File: src/rtl/in_ep_ctrl_if.sv
`default_nettype none
// ============================================================================
//  Module      : in_ep_ctrl_if
//  Description : SIE-facing and FIFO-facing signal bundle of the IN endpoint
//                controller. The slave modport is the controller's view; the
//                master modport is the view of the SIE/FIFO environment.
//  Revision    : 1.0  initial release
// ============================================================================
interface in_ep_ctrl_if #(
  parameter int NAK_CNT_WIDTH = 8
);

  // SIE side
  logic [3:0]               endp_i;
  logic                     in_req_i;
  logic                     in_ready_i;
  logic                     in_data_ack_i;
  logic                     out_valid_i;
  logic                     out_ready_i;
  logic [7:0]               in_data_o;
  logic                     in_valid_o;
  logic                     in_toggle_o;

  // FIFO A (bulk data)
  logic                     epa_in_req_o;
  logic                     epa_in_ready_o;
  logic                     epa_in_data_ack_o;
  logic                     epa_out_valid_o;
  logic                     epa_out_ready_o;
  logic [7:0]               epa_in_data_i;
  logic                     epa_in_valid_i;
  logic                     epa_in_empty_i;
  logic [NAK_CNT_WIDTH-1:0] epa_nak_cnt_o;

  // FIFO B (interrupt)
  logic                     epb_in_req_o;
  logic                     epb_in_ready_o;
  logic                     epb_in_data_ack_o;
  logic                     epb_out_valid_o;
  logic                     epb_out_ready_o;
  logic [7:0]               epb_in_data_i;
  logic                     epb_in_valid_i;
  logic                     epb_in_empty_i;
  logic [NAK_CNT_WIDTH-1:0] epb_nak_cnt_o;

  modport slave (
    input  endp_i, in_req_i, in_ready_i, in_data_ack_i, out_valid_i, out_ready_i,
    output in_data_o, in_valid_o, in_toggle_o,
    output epa_in_req_o, epa_in_ready_o, epa_in_data_ack_o, epa_out_valid_o, epa_out_ready_o,
    input  epa_in_data_i, epa_in_valid_i, epa_in_empty_i,
    output epa_nak_cnt_o,
    output epb_in_req_o, epb_in_ready_o, epb_in_data_ack_o, epb_out_valid_o, epb_out_ready_o,
    input  epb_in_data_i, epb_in_valid_i, epb_in_empty_i,
    output epb_nak_cnt_o
  );

  modport master (
    output endp_i, in_req_i, in_ready_i, in_data_ack_i, out_valid_i, out_ready_i,
    input  in_data_o, in_valid_o, in_toggle_o,
    input  epa_in_req_o, epa_in_ready_o, epa_in_data_ack_o, epa_out_valid_o, epa_out_ready_o,
    output epa_in_data_i, epa_in_valid_i, epa_in_empty_i,
    input  epa_nak_cnt_o,
    input  epb_in_req_o, epb_in_ready_o, epb_in_data_ack_o, epb_out_valid_o, epb_out_ready_o,
    output epb_in_data_i, epb_in_valid_i, epb_in_empty_i,
    input  epb_nak_cnt_o
  );

endinterface
`default_nettype wire

File: src/rtl/in_ep_ctrl.sv
`default_nettype none
// ============================================================================
//  Module      : in_ep_ctrl
//  Description : USB IN endpoint controller. Routes an IN token to one of two
//                FIFOs (A = bulk, B = interrupt), muxes the selected FIFO's
//                data to the SIE, forwards SIE strobes to that FIFO only,
//                keeps per-endpoint DATA0/DATA1 toggles and counts requests
//                that found the FIFO empty (NAKs).
//  Revision    : 1.0  initial release
// ============================================================================
module in_ep_ctrl #(
  parameter logic [3:0] EPA_NUM       = 4'd1,
  parameter logic [3:0] EPB_NUM       = 4'd2,
  parameter int         HS_TIMEOUT    = 256,
  parameter int         NAK_CNT_WIDTH = 8
) (
  input  wire logic     clk_i,
  input  wire logic     rstn_i,
  input  wire logic     bus_reset_i,
  in_ep_ctrl_if.slave   bus
);

  localparam int c_HS_CNT_W = (HS_TIMEOUT > 1) ? $clog2(HS_TIMEOUT) : 1;
  localparam logic [c_HS_CNT_W-1:0] c_HS_LAST = c_HS_CNT_W'(HS_TIMEOUT - 1);

  typedef enum logic [1:0] {
    ST_IDLE = 2'd0,
    ST_DATA = 2'd1,
    ST_HS   = 2'd2
  } state_t;

  typedef enum logic [1:0] {
    SEL_NONE = 2'd0,
    SEL_A    = 2'd1,
    SEL_B    = 2'd2
  } sel_t;

  state_t                   r_state;
  sel_t                     r_sel;
  logic                     r_in_req_q;
  logic [c_HS_CNT_W-1:0]    r_hs_cnt;
  logic                     r_epa_tgl;
  logic                     r_epb_tgl;
  logic [NAK_CNT_WIDTH-1:0] r_epa_nak;
  logic [NAK_CNT_WIDTH-1:0] r_epb_nak;
  logic                     r_epa_in_req;
  logic                     r_epb_in_req;

  logic                     w_start;
  logic                     w_active;
  logic                     w_fwd_a;
  logic                     w_fwd_b;
  logic                     w_hs_exit;
  logic                     w_ack;
  sel_t                     w_start_sel;
  sel_t                     w_sel_nxt;

  // Rising edge of the SIE request marks a new IN token
  assign w_start   = bus.in_req_i & ~r_in_req_q;
  assign w_active  = (r_state != ST_IDLE);
  assign w_fwd_a   = w_active && (r_sel == SEL_A);
  assign w_fwd_b   = w_active && (r_sel == SEL_B);

  // Handshake phase ends on any SIE handshake strobe or when the window expires
  assign w_hs_exit = (r_state == ST_HS) &&
                     (bus.out_valid_i || bus.out_ready_i || (r_hs_cnt == c_HS_LAST));

  // A successful ACK; a new token in the same cycle abandons the old transaction
  assign w_ack     = (r_state == ST_HS) && bus.in_data_ack_i && bus.out_ready_i && !w_start;

  // Endpoint decode of the token; A has priority if both numbers coincide
  always_comb begin
    w_start_sel = SEL_NONE;
    if (bus.endp_i == EPA_NUM) begin
      w_start_sel = SEL_A;
    end else if (bus.endp_i == EPB_NUM) begin
      w_start_sel = SEL_B;
    end
  end

  // Selection that will be in force after this clock edge
  always_comb begin
    w_sel_nxt = r_sel;
    if (w_start) begin
      w_sel_nxt = w_start_sel;
    end else if (w_hs_exit) begin
      w_sel_nxt = SEL_NONE;
    end
  end

  // Transaction FSM: state, selection, request edge detector and handshake timer
  always_ff @(posedge clk_i or negedge rstn_i) begin
    if (!rstn_i) begin
      r_state    <= ST_IDLE;
      r_sel      <= SEL_NONE;
      r_in_req_q <= 1'b0;
      r_hs_cnt   <= '0;
    end else if (bus_reset_i) begin
      r_state    <= ST_IDLE;
      r_sel      <= SEL_NONE;
      r_in_req_q <= 1'b0;
      r_hs_cnt   <= '0;
    end else begin
      r_in_req_q <= bus.in_req_i;
      r_sel      <= w_sel_nxt;
      if (w_start) begin
        r_state  <= ST_DATA;
        r_hs_cnt <= '0;
      end else begin
        case (r_state)
          ST_DATA: begin
            if (!bus.in_req_i) begin
              r_state  <= ST_HS;
              r_hs_cnt <= '0;
            end
          end
          ST_HS: begin
            if (w_hs_exit) begin
              r_state <= ST_IDLE;
            end else begin
              r_hs_cnt <= r_hs_cnt + c_HS_CNT_W'(1);
            end
          end
          default: begin
            r_state <= ST_IDLE;
          end
        endcase
      end
    end
  end

  // Registered FIFO read requests, one cycle behind the SIE request
  always_ff @(posedge clk_i or negedge rstn_i) begin
    if (!rstn_i) begin
      r_epa_in_req <= 1'b0;
      r_epb_in_req <= 1'b0;
    end else if (bus_reset_i) begin
      r_epa_in_req <= 1'b0;
      r_epb_in_req <= 1'b0;
    end else begin
      r_epa_in_req <= bus.in_req_i && (w_sel_nxt == SEL_A);
      r_epb_in_req <= bus.in_req_i && (w_sel_nxt == SEL_B);
    end
  end

  // DATA0/DATA1 toggles advance only on an ACKed transaction of that endpoint
  always_ff @(posedge clk_i or negedge rstn_i) begin
    if (!rstn_i) begin
      r_epa_tgl <= 1'b0;
      r_epb_tgl <= 1'b0;
    end else if (bus_reset_i) begin
      r_epa_tgl <= 1'b0;
      r_epb_tgl <= 1'b0;
    end else if (w_ack) begin
      if (r_sel == SEL_A) begin
        r_epa_tgl <= ~r_epa_tgl;
      end
      if (r_sel == SEL_B) begin
        r_epb_tgl <= ~r_epb_tgl;
      end
    end
  end

  // Saturating counts of tokens that found their FIFO empty
  always_ff @(posedge clk_i or negedge rstn_i) begin
    if (!rstn_i) begin
      r_epa_nak <= '0;
      r_epb_nak <= '0;
    end else if (bus_reset_i) begin
      r_epa_nak <= '0;
      r_epb_nak <= '0;
    end else if (w_start) begin
      if ((w_start_sel == SEL_A) && bus.epa_in_empty_i && (r_epa_nak != '1)) begin
        r_epa_nak <= r_epa_nak + NAK_CNT_WIDTH'(1);
      end
      if ((w_start_sel == SEL_B) && bus.epb_in_empty_i && (r_epb_nak != '1)) begin
        r_epb_nak <= r_epb_nak + NAK_CNT_WIDTH'(1);
      end
    end
  end

  // Data path to the SIE: selected FIFO only, zero when idle or unrouted
  assign bus.in_data_o   = w_fwd_a ? bus.epa_in_data_i :
                           w_fwd_b ? bus.epb_in_data_i : 8'd0;
  assign bus.in_valid_o  = (w_fwd_a && bus.epa_in_valid_i) ||
                           (w_fwd_b && bus.epb_in_valid_i);
  assign bus.in_toggle_o = (r_sel == SEL_A) ? r_epa_tgl :
                           (r_sel == SEL_B) ? r_epb_tgl : 1'b0;

  // Strobes to FIFO A
  assign bus.epa_in_req_o      = r_epa_in_req;
  assign bus.epa_in_ready_o    = w_fwd_a && bus.in_ready_i;
  assign bus.epa_in_data_ack_o = w_fwd_a && bus.in_data_ack_i;
  assign bus.epa_out_valid_o   = w_fwd_a && bus.out_valid_i;
  assign bus.epa_out_ready_o   = w_fwd_a && bus.out_ready_i;
  assign bus.epa_nak_cnt_o     = r_epa_nak;

  // Strobes to FIFO B
  assign bus.epb_in_req_o      = r_epb_in_req;
  assign bus.epb_in_ready_o    = w_fwd_b && bus.in_ready_i;
  assign bus.epb_in_data_ack_o = w_fwd_b && bus.in_data_ack_i;
  assign bus.epb_out_valid_o   = w_fwd_b && bus.out_valid_i;
  assign bus.epb_out_ready_o   = w_fwd_b && bus.out_ready_i;
  assign bus.epb_nak_cnt_o     = r_epb_nak;

endmodule
`default_nettype wire

File: src/flat_wrapper.sv
// flat-port wrapper written by rule: the top's interface ports become plain ports
module in_ep_ctrl_flat 
#(
  parameter logic [3:0] EPA_NUM       = 4'd1,
  parameter logic [3:0] EPB_NUM       = 4'd2,
  parameter int         HS_TIMEOUT    = 256,
  parameter int         NAK_CNT_WIDTH = 8
)
  (clk_i, rstn_i, bus_reset_i, bus_endp_i, bus_in_req_i, bus_in_ready_i, bus_in_data_ack_i, bus_out_valid_i, bus_out_ready_i, bus_in_data_o, bus_in_valid_o, bus_in_toggle_o, bus_epa_in_req_o, bus_epa_in_ready_o, bus_epa_in_data_ack_o, bus_epa_out_valid_o, bus_epa_out_ready_o, bus_epa_in_data_i, bus_epa_in_valid_i, bus_epa_in_empty_i, bus_epa_nak_cnt_o, bus_epb_in_req_o, bus_epb_in_ready_o, bus_epb_in_data_ack_o, bus_epb_out_valid_o, bus_epb_out_ready_o, bus_epb_in_data_i, bus_epb_in_valid_i, bus_epb_in_empty_i, bus_epb_nak_cnt_o);
  in_ep_ctrl_if #(.NAK_CNT_WIDTH(NAK_CNT_WIDTH)) bus_i ();
  input  wire logic clk_i;
  input  wire logic rstn_i;
  input  wire logic bus_reset_i;
  input wire logic [$bits(bus_i.endp_i)-1:0] bus_endp_i;
  input wire logic [$bits(bus_i.in_req_i)-1:0] bus_in_req_i;
  input wire logic [$bits(bus_i.in_ready_i)-1:0] bus_in_ready_i;
  input wire logic [$bits(bus_i.in_data_ack_i)-1:0] bus_in_data_ack_i;
  input wire logic [$bits(bus_i.out_valid_i)-1:0] bus_out_valid_i;
  input wire logic [$bits(bus_i.out_ready_i)-1:0] bus_out_ready_i;
  output wire logic [$bits(bus_i.in_data_o)-1:0] bus_in_data_o;
  output wire logic [$bits(bus_i.in_valid_o)-1:0] bus_in_valid_o;
  output wire logic [$bits(bus_i.in_toggle_o)-1:0] bus_in_toggle_o;
  output wire logic [$bits(bus_i.epa_in_req_o)-1:0] bus_epa_in_req_o;
  output wire logic [$bits(bus_i.epa_in_ready_o)-1:0] bus_epa_in_ready_o;
  output wire logic [$bits(bus_i.epa_in_data_ack_o)-1:0] bus_epa_in_data_ack_o;
  output wire logic [$bits(bus_i.epa_out_valid_o)-1:0] bus_epa_out_valid_o;
  output wire logic [$bits(bus_i.epa_out_ready_o)-1:0] bus_epa_out_ready_o;
  input wire logic [$bits(bus_i.epa_in_data_i)-1:0] bus_epa_in_data_i;
  input wire logic [$bits(bus_i.epa_in_valid_i)-1:0] bus_epa_in_valid_i;
  input wire logic [$bits(bus_i.epa_in_empty_i)-1:0] bus_epa_in_empty_i;
  output wire logic [$bits(bus_i.epa_nak_cnt_o)-1:0] bus_epa_nak_cnt_o;
  output wire logic [$bits(bus_i.epb_in_req_o)-1:0] bus_epb_in_req_o;
  output wire logic [$bits(bus_i.epb_in_ready_o)-1:0] bus_epb_in_ready_o;
  output wire logic [$bits(bus_i.epb_in_data_ack_o)-1:0] bus_epb_in_data_ack_o;
  output wire logic [$bits(bus_i.epb_out_valid_o)-1:0] bus_epb_out_valid_o;
  output wire logic [$bits(bus_i.epb_out_ready_o)-1:0] bus_epb_out_ready_o;
  input wire logic [$bits(bus_i.epb_in_data_i)-1:0] bus_epb_in_data_i;
  input wire logic [$bits(bus_i.epb_in_valid_i)-1:0] bus_epb_in_valid_i;
  input wire logic [$bits(bus_i.epb_in_empty_i)-1:0] bus_epb_in_empty_i;
  output wire logic [$bits(bus_i.epb_nak_cnt_o)-1:0] bus_epb_nak_cnt_o;
  assign bus_i.endp_i = bus_endp_i;
  assign bus_i.in_req_i = bus_in_req_i;
  assign bus_i.in_ready_i = bus_in_ready_i;
  assign bus_i.in_data_ack_i = bus_in_data_ack_i;
  assign bus_i.out_valid_i = bus_out_valid_i;
  assign bus_i.out_ready_i = bus_out_ready_i;
  assign bus_in_data_o = bus_i.in_data_o;
  assign bus_in_valid_o = bus_i.in_valid_o;
  assign bus_in_toggle_o = bus_i.in_toggle_o;
  assign bus_epa_in_req_o = bus_i.epa_in_req_o;
  assign bus_epa_in_ready_o = bus_i.epa_in_ready_o;
  assign bus_epa_in_data_ack_o = bus_i.epa_in_data_ack_o;
  assign bus_epa_out_valid_o = bus_i.epa_out_valid_o;
  assign bus_epa_out_ready_o = bus_i.epa_out_ready_o;
  assign bus_i.epa_in_data_i = bus_epa_in_data_i;
  assign bus_i.epa_in_valid_i = bus_epa_in_valid_i;
  assign bus_i.epa_in_empty_i = bus_epa_in_empty_i;
  assign bus_epa_nak_cnt_o = bus_i.epa_nak_cnt_o;
  assign bus_epb_in_req_o = bus_i.epb_in_req_o;
  assign bus_epb_in_ready_o = bus_i.epb_in_ready_o;
  assign bus_epb_in_data_ack_o = bus_i.epb_in_data_ack_o;
  assign bus_epb_out_valid_o = bus_i.epb_out_valid_o;
  assign bus_epb_out_ready_o = bus_i.epb_out_ready_o;
  assign bus_i.epb_in_data_i = bus_epb_in_data_i;
  assign bus_i.epb_in_valid_i = bus_epb_in_valid_i;
  assign bus_i.epb_in_empty_i = bus_epb_in_empty_i;
  assign bus_epb_nak_cnt_o = bus_i.epb_nak_cnt_o;
  in_ep_ctrl #(.EPA_NUM(EPA_NUM), .EPB_NUM(EPB_NUM), .HS_TIMEOUT(HS_TIMEOUT), .NAK_CNT_WIDTH(NAK_CNT_WIDTH)) u_core (.clk_i(clk_i), .rstn_i(rstn_i), .bus_reset_i(bus_reset_i), .bus(bus_i));
endmodule
File: config.mk
export PLATFORM = sky130hd
export DESIGN_NAME = in_ep_ctrl_flat
export DESIGN_NICKNAME = d
export VERILOG_FILES = /design/src/rtl/in_ep_ctrl_if.sv /design/src/rtl/in_ep_ctrl.sv /design/src/flat_wrapper.sv
export SDC_FILE = /design/constraint.sdc
export NUM_CORES = 1
export LEC_CHECK = 0
export CORE_MARGIN = 2
export CORE_UTILIZATION = 45
export DETAILED_ROUTE_END_ITERATION = 8
export GPL_TIMING_DRIVEN = 0
export PLACE_DENSITY = 0.8
export SETUP_SLACK_MARGIN = 0.5
export SLEW_MARGIN = 20
export SYNTH_ARGS = -nofsm -noshare
export SYNTH_HDL_FRONTEND = slang
export SYNTH_SLANG_ARGS = --single-unit
File: constraint.sdc
create_clock -name clk_i -period 2.85 [get_ports clk_i]
set_clock_uncertainty 0.2 [all_clocks]
set_input_delay 0.285 -clock clk_i [delete_from_list [all_inputs] [get_ports clk_i]]
set_output_delay 0.285 -clock clk_i [all_outputs]
set_load 0.02 [all_outputs]
==> impl_metrics.env, run 1 <==
export IMPL_p_per_area_nw_per_um2=328
export IMPL_cp_num_buf_inv=2
export IMPL_p_total_mw=0.919
export IMPL_start_util_pct=47.7
export IMPL_path_depth=5
export IMPL_antenna_found_initial=0
export IMPL_grt_pass1_vias=1762
export IMPL_synth_nets=234
export IMPL_numCtsBuffers=5
export IMPL_clock_fmax_ghz=0.449
export IMPL_period_share_pct=78.2
export IMPL_cp_max_fo=10
export IMPL_synth_seq_area_share_pct=42.7
export IMPL_hp_class="primary input to asynchronous set/reset pin"
export IMPL_dr_total_vias=1787
export IMPL_worst_slack_ps=622
export IMPL_dp_slack_ps=375
export IMPL_syn_area_um2=1930
export IMPL_status="completed"
export IMPL_place_congestion=0.819
export IMPL_cpPeakStageDelay_ps=400
export IMPL_r2r_setup_slack_ps=690
export IMPL_critPathLaunchType="flop"
export IMPL_ant_nets=0
export IMPL_slew_viol_final=0
export IMPL_vias_per_cell=5.48
export IMPL_slew_headroom_pct=70.8
export IMPL_grtUsageMet2_pct=33.3
export IMPL_grt_max_degree=30
export IMPL_fin_cells=326
export IMPL_reg2reg_to="u_core.r_hs_cnt[4]"
export IMPL_reg2regPathDepth=7
export IMPL_endpoint="bus_epa_in_ready_o"
export IMPL_synth_ff_type="dfrtp_1"
export IMPL_clock_path_buffers=2
export IMPL_synth_area_top_cells="dfrtp_1, nor2_1, a22o_1"
export IMPL_hold_viol_final=0
export IMPL_io_buffer_count=67
export IMPL_cp_top_family="buffers and inverters"
export IMPL_synth_top_area_share_pct=42.7
export IMPL_ys_types=50
export IMPL_cts_tree="done"
export IMPL_n_antenna_cell=0
export IMPL_yosys_area_top_type="dfrtp_1"
export IMPL_nNetsFinal=310
export IMPL_use_met3_pct=7.27
export IMPL_gr_total_overflow=0
export IMPL_drcViolationCount=0
export IMPL_drtIter0Drc=66
export IMPL_rsz0062_at_grt="false"
export IMPL_p_leak_nw=1.24
export IMPL_rows=23
export IMPL_r2r_start="u_core.r_hs_cnt[0]"
export IMPL_drive_gt1_share_pct=12.0
export IMPL_synth_edf_count=0
export IMPL_wirelength_um=4740
export IMPL_finalSetupViolCount=0
export IMPL_grt_use_total_pct=20.4
export IMPL_grt_pass1_wl_um=7910
export IMPL_crit_start="u_core.r_sel[1]"
export IMPL_cts_root_buf="clkbuf_8"
export IMPL_path_cells="nand2b_1 > nor2_4 > clkbuf_4 > and2_1 > dlygate4sd2_1"
export IMPL_min_period_ps=2230
export IMPL_h_tree_depth=2
export IMPL_netlist_instances=199
export IMPL_peakVddDrop_mv=0.215
export IMPL_endpoint_kind="output pin"
export IMPL_hpwlAfterDp_um=3580
export IMPL_die_h_um=69.6
export IMPL_cpMaxStageDelayCell="dfrtp_1"
export IMPL_area_delta_synth_final_pct=45.0
export IMPL_tns_ps=0
export IMPL_busiest_layer="met2"
export IMPL_criticalPathCategory="flop to output pin"
export IMPL_cts_clk_slew_worst_paths_ps=70
export IMPL_arrival_ps=1740
export IMPL_ys_async_sr_fraction_pct=100
export IMPL_met1_usage_pct=24.6
export IMPL_ys_seq_elements=33
export IMPL_die_w_um=69.6
export IMPL_cts_sinks=33
export IMPL_drv_cap=0
export IMPL_wire_per_inst_um=14.5
export IMPL_syn_avg_cell_area_um2=9.72
export IMPL_yosys_warnings=0
export IMPL_die_area_um2=4840
export IMPL_ioPinCount=68
export IMPL_timing_hold_ws_ps=145
export IMPL_clock_latency_ps=290
export IMPL_worst_slew_pin_slew_ps=438
export IMPL_dpl_cell_count=317
export IMPL_cp_required_ps=2370
export IMPL_firstDrtPassIters=4
export IMPL_core_um2=4060
-- worst reg2reg max path, cell delays in order (launching register included) --
cell and delay (ps):
dfrtp_1 410, ha_1 280, nand3_1 130, o211ai_1 90
a32o_1 240, buf_2 180, or4_4 490, o211ai_2 70
-- how the worst min path moves through the flow --
stage                       start                       to  slack [ps]  depth (start not counted)
3_5_place_dp               rstn_i       u_core.r_hs_cnt[5]         -70                          1
6_report                   rstn_i       u_core.r_hs_cnt[7]         140                          2
2_1_floorplan              rstn_i  u_core.bus.epa_in_req_o        -210                          0
5_1_grt                    rstn_i       u_core.r_hs_cnt[7]         180                          2
4_1_cts                    rstn_i       u_core.r_hs_cnt[7]         140                          2
3_3_place_gp   u_core.r_hs_cnt[7]       u_core.r_hs_cnt[7]         280                          1
-- state kept, by name (all words and copies together) (netlist names) --
name,flops
u_core.bus.epb_nak_cnt_o,8
u_core.bus.epa_in_req_o,1
u_core.r_in_req_q,1
u_core.r_epa_tgl,1
u_core.r_hs_cnt,8
u_core.bus.epa_nak_cnt_o,8
u_core.bus.epb_in_req_o,1
u_core.r_sel,2
u_core.r_epb_tgl,1
u_core.r_state,2
-- cells in the mapped netlist, types with 2 or more instances --
cell	number
buf_6	2
inv_1	5
a21oi_1	6
xnor2_1	7
nand4_1	7
nand3_1	8
o21ai_0	2
and2_1	9
nor3_1	2
nand4b_1	2
ha_1	3
clkbuf_1	4
a22o_1	9
o41ai_2	3
o21ai_1	9
nor4_1	2
o31ai_1	2
xor2_1	5
or3_1	2
nand2b_1	4
nor3b_1	4
nor2b_1	3
a32oi_1	2
nor2_1	29
and4_1	2
dfrtp_1	33
nand2_1	10
-- placed cells by master, fill, tap and decap left out, drive strengths merged, types with 2 or more instances in the layout --
master         synthesis  layout
and2                  10      10
clkbuf                 4       9
nor2                  29      29
nor3b                  4       4
o41ai                  4       4
dfrtp                 33      33
xor2                   5       5
clkdlybuf4s15          0       3
nor3                   2       2
or4                    2       2
o21ai                 11      11
or3                    2       2
xnor2                  7       7
nor2b                  4       4
clkdlybuf4s50          0      49
nand4                  9       9
and4                   2       2
nor4                   2       2
a32oi                  2       2
buf                    4       6
dlymetal6s2s           0       3
nand2b                 4       4
dlygate4sd2            0      11
clkinv                 0       2
nand3                  8       8
ha                     3       3
a21oi                  6       6
nand2                 10      10
nand4b                 2       2
inv                    6       6
o211ai                 2       2
o31ai                  3       3
a22o                   9       9
-- cell type report --
cell class,count,area (um^2)
fillers,330,1250
multi-input cells,152,1060
flip-flops and latches,33,826
repair buffers,69,689
clock buffers,5,68.8
well taps,50,62.6
plain buffers,8,57.6
inverters,6,22.5
clock inverters,3,17.5
-- power by group --
| group | switching (mW) | leakage [nW] | total, mW | internal [mW] |
|---|---|---|---|---|
| sequential | 0.00432 | 0.459 | 0.476 | 0.471 |
| clock | 0.176 | 0.0439 | 0.344 | 0.168 |
| combinational | 0.0446 | 0.736 | 0.0998 | 0.0552 |
| total | 0.224 | 1.24 | 0.919 | 0.695 |
-- cell families after synthesis --
family / count (synthesis) / share of synthesized area (%)
simple gates: 96 / 29.2
compound gates: 39 / 15.7
flops: 33 / 42.7
buf+inv: 14 / 3.75
xor+xnor: 12 / 5.43
fa+ha+maj: 3 / 1.94
mux: 2 / 1.29
-- per-stage QoR --
step           utilization [%]  instance area (um^2)
2_1_floorplan                -                  1930
3_3_place_gp              65.7                  2670
3_5_place_dp              66.1                  2680
4_1_cts                   68.4                  2770
5_1_grt                   69.1                  2810
6_report                  69.1                  2810
-- layer usage --
metal | wire, um | vias to the layer above
met1 | 2000 | 842
met3 | 483 | 6
met2 | 2170 | 70
li1 | - | 869
met4 | 88 | 0
met5 | 0 | -
-- timing repair --
action | CTS | global route
resized for setup | 20 | 11
endpoints found under the hold margin | 33 | 0
hold buffers | 1 | 0
buffers inserted | 0 | 0
setup endpoints to repair | 17 | 14
Note: power is estimated with default switching activity, not from simulation.
==> run 2: changes to the inputs <==
--- a/config.mk
+++ b/config.mk
@@ -6,10 +6,10 @@
 export NUM_CORES = 1
 export LEC_CHECK = 0
 export CORE_MARGIN = 2
-export CORE_UTILIZATION = 45
+export CORE_UTILIZATION = 41
 export DETAILED_ROUTE_END_ITERATION = 8
 export GPL_TIMING_DRIVEN = 0
-export PLACE_DENSITY = 0.8
+export PLACE_DENSITY = 0.77
 export SETUP_SLACK_MARGIN = 0.5
 export SLEW_MARGIN = 20
 export SYNTH_ARGS = -nofsm -noshare
==> constraint.sdc (replaced) <==
create_clock -name clk_i -period 1.79 [get_ports clk_i]
set_clock_uncertainty 0.2 [all_clocks]
set_input_delay 0.179 -clock clk_i [delete_from_list [all_inputs] [get_ports clk_i]]
set_output_delay 0.179 -clock clk_i [all_outputs]
set_load 0.02 [all_outputs]
==> run 2 against run 1 <==
Compared with the run above:
- sequential cell count stayed put
- the flow now finishes with violations (setup timing)
- worst hold slack worse by 33 ps
- critical path type is now flop to flop
- global-route usage is 3.7 points higher
- combinational power is 140% higher
- via count is 24% higher
==> impl_metrics.env, run 2 (synthesized netlist as in run 1, its figures left out) <==
export IMPL_cts_root_buf="clkbuf_8"
export IMPL_drive_gt1_share_pct=55.7
export IMPL_critPathLaunchType="flop"
export IMPL_cpMaxStageDelayCell="dfrtp_1"
export IMPL_die_w_um=72.7
export IMPL_timing_hold_ws_ps=112
export IMPL_grt_use_total_pct=24.0
export IMPL_ioPinCount=68
export IMPL_p_total_mw=1.63
export IMPL_antenna_found_initial=0
export IMPL_cp_max_fo=5
export IMPL_peakVddDrop_mv=0.594
export IMPL_drv_cap=0
export IMPL_n_antenna_cell=0
export IMPL_firstDrtPassIters=4
export IMPL_rsz0062_at_grt="true"
export IMPL_grt_pass1_wl_um=9810
export IMPL_period_share_pct=114
export IMPL_status="finished with violations"
export IMPL_numCtsBuffers=5
export IMPL_wirelength_um=7120
export IMPL_drcViolationCount=0
export IMPL_fin_cells=388
export IMPL_vias_per_cell=5.71
export IMPL_slew_viol_final=0
export IMPL_grt_max_degree=20
export IMPL_h_tree_depth=2
export IMPL_die_area_um2=5280
export IMPL_hpwlAfterDp_um=3610
export IMPL_rows=24
export IMPL_nNetsFinal=370
export IMPL_p_leak_nw=1.70
export IMPL_cp_required_ps=1740
export IMPL_arrival_ps=1980
export IMPL_path_cells="nor4b_4 > buf_4 > nand4_4 > buf_6 > nor4_4 > xnor2_1 > nor2_1"
export IMPL_cts_clk_slew_worst_paths_ps=70
export IMPL_place_congestion=0.781
export IMPL_p_per_area_nw_per_um2=430
export IMPL_worst_slew_pin_slew_ps=617
export IMPL_clock_latency_ps=290
export IMPL_io_buffer_count=67
export IMPL_final_core_util_pct=85.0
export IMPL_layout_commonest_cell="buf_6"
export IMPL_hp_class="primary input to flop"
export IMPL_grt_pass1_vias=2121
export IMPL_dr_total_vias=2214
export IMPL_finalSetupViolCount=42
export IMPL_violations="setup timing"
export IMPL_drtIter0Drc=176
export IMPL_ant_nets=0
export IMPL_gr_total_overflow=0
export IMPL_criticalPathCategory="flop to flop"
export IMPL_start_util_pct=43.5
export IMPL_dpl_cell_count=319
export IMPL_tns_ps=-5010
export IMPL_slew_headroom_pct=58.9
export IMPL_cts_sinks=33
export IMPL_cpPeakStageDelay_ps=410
export IMPL_min_period_ps=2030
export IMPL_area_delta_synth_final_pct=95.3
export IMPL_endpoint_kind="flop"
export IMPL_layout_common_cells="buf_6, buf_4, dfrtp_1"
export IMPL_cts_tree="done"
export IMPL_die_h_um=72.7
export IMPL_hold_viol_final=0
export IMPL_clock_path_buffers=2
export IMPL_worst_slack_ps=-244
export IMPL_core_um2=4440
export IMPL_wire_per_inst_um=18.4
export IMPL_clock_fmax_ghz=0.492
[run 2: cell count changes in the layout (fill, tap and decap cells not counted), sizes merged]
cell | previous run | this run
dlygate4sd2 | 11 | 2
buf | 6 | 104
clkinv | 2 | 1
clkdlybuf4s15 | 3 | 0
clkinvlp | 1 | 0
dlymetal6s2s | 3 | 2
clkdlybuf4s50 | 49 | 26
[run 2: final cells by class]
cell class / instances / area, um^2
repair buffers: 129 / 1250
fillers: 228 / 667
flip-flops and latches: 33 / 833
well taps: 52 / 65.1
plain buffers: 8 / 82.6
inverters: 6 / 22.5
clock inverters: 1 / 5.00
clock buffers: 7 / 96.3
multi-input cells: 152 / 1420
[run 2: metrics by stage]
stage	setup WS [ps]	cell area, um^2
2_1_floorplan	-155	2180
3_3_place_gp	-544	2920
3_5_place_dp	-549	2940
4_1_cts	-180	3530
5_1_grt	-301	3780
6_report	-244	3780
[run 2: critical path: cells and delay by family, from the launching register on]
family | cells | cell delay (ps)
and+or+nand+nor | 4 | 680
xor gates and xnor gates | 1 | 200
DFF | 1 | 410
buffers and inverters | 2 | 380
[run 2: worst paths after layout]
kind | startpoint | endpoint | slack, ps | depth (start not counted)
hold reg to reg | u_core.r_hs_cnt[7] | u_core.r_hs_cnt[7] | 340 | 1
setup / recovery | u_core.r_in_req_q | u_core.bus.epa_nak_cnt_o[5] | -240 | 7
setup reg to reg | u_core.r_in_req_q | u_core.bus.epa_nak_cnt_o[5] | -240 | 7
max in group asynchronous | rstn_i | u_core.bus.epb_nak_cnt_o[6] | 800 | 3
min in group asynchronous | rstn_i | u_core.r_hs_cnt[0] | 150 | 2
hold / removal | bus_in_req_i | u_core.r_state[1] | 110 | 2
[run 2: power by group]
| group | total, mW | switching [mW] | internal, mW |
|---|---|---|---|
| clock | 0.634 | 0.287 | 0.348 |
| sequential | 0.756 | 0.00595 | 0.750 |
| combinational | 0.235 | 0.107 | 0.128 |
| total | 1.63 | 0.400 | 1.23 |
[run 2: routing by layer]
metal / track usage [%] / part of all wire [%] / vias to the layer above / routed length [um]
met5: 0 / 0 / - / 0
met4: 10.7 / 4.5 / 0 / 317
met3: 6.35 / 7.7 / 31 / 550
met2: 41.4 / 50 / 113 / 3550
met1: 28.0 / 38 / 1078 / 2710
li1: - / - / 992 / -
[run 2: repair_timing]
| action | CTS | global route |
|---|---|---|
| cloned | 2 | 0 |
| hold buffers | 1 | 0 |
| endpoints found under the hold margin | 33 | 0 |
| buffers inserted | 44 | 14 |
| pin swaps | 22 | 17 |
| endpoints found under the setup margin | 67 | 60 |
| resized for setup | 229 | 39 |
==> run 3: changes to the inputs <==
--- a/config.mk
+++ b/config.mk
@@ -8,6 +8,7 @@
 export CORE_MARGIN = 2
 export CORE_UTILIZATION = 41
 export DETAILED_ROUTE_END_ITERATION = 8
+export GPL_ROUTABILITY_DRIVEN = 0
 export GPL_TIMING_DRIVEN = 0
 export PLACE_DENSITY = 0.77
 export SETUP_SLACK_MARGIN = 0.5
==> results of run 3 <==
Final layout, timing and power as in run 2 (identical DEF).
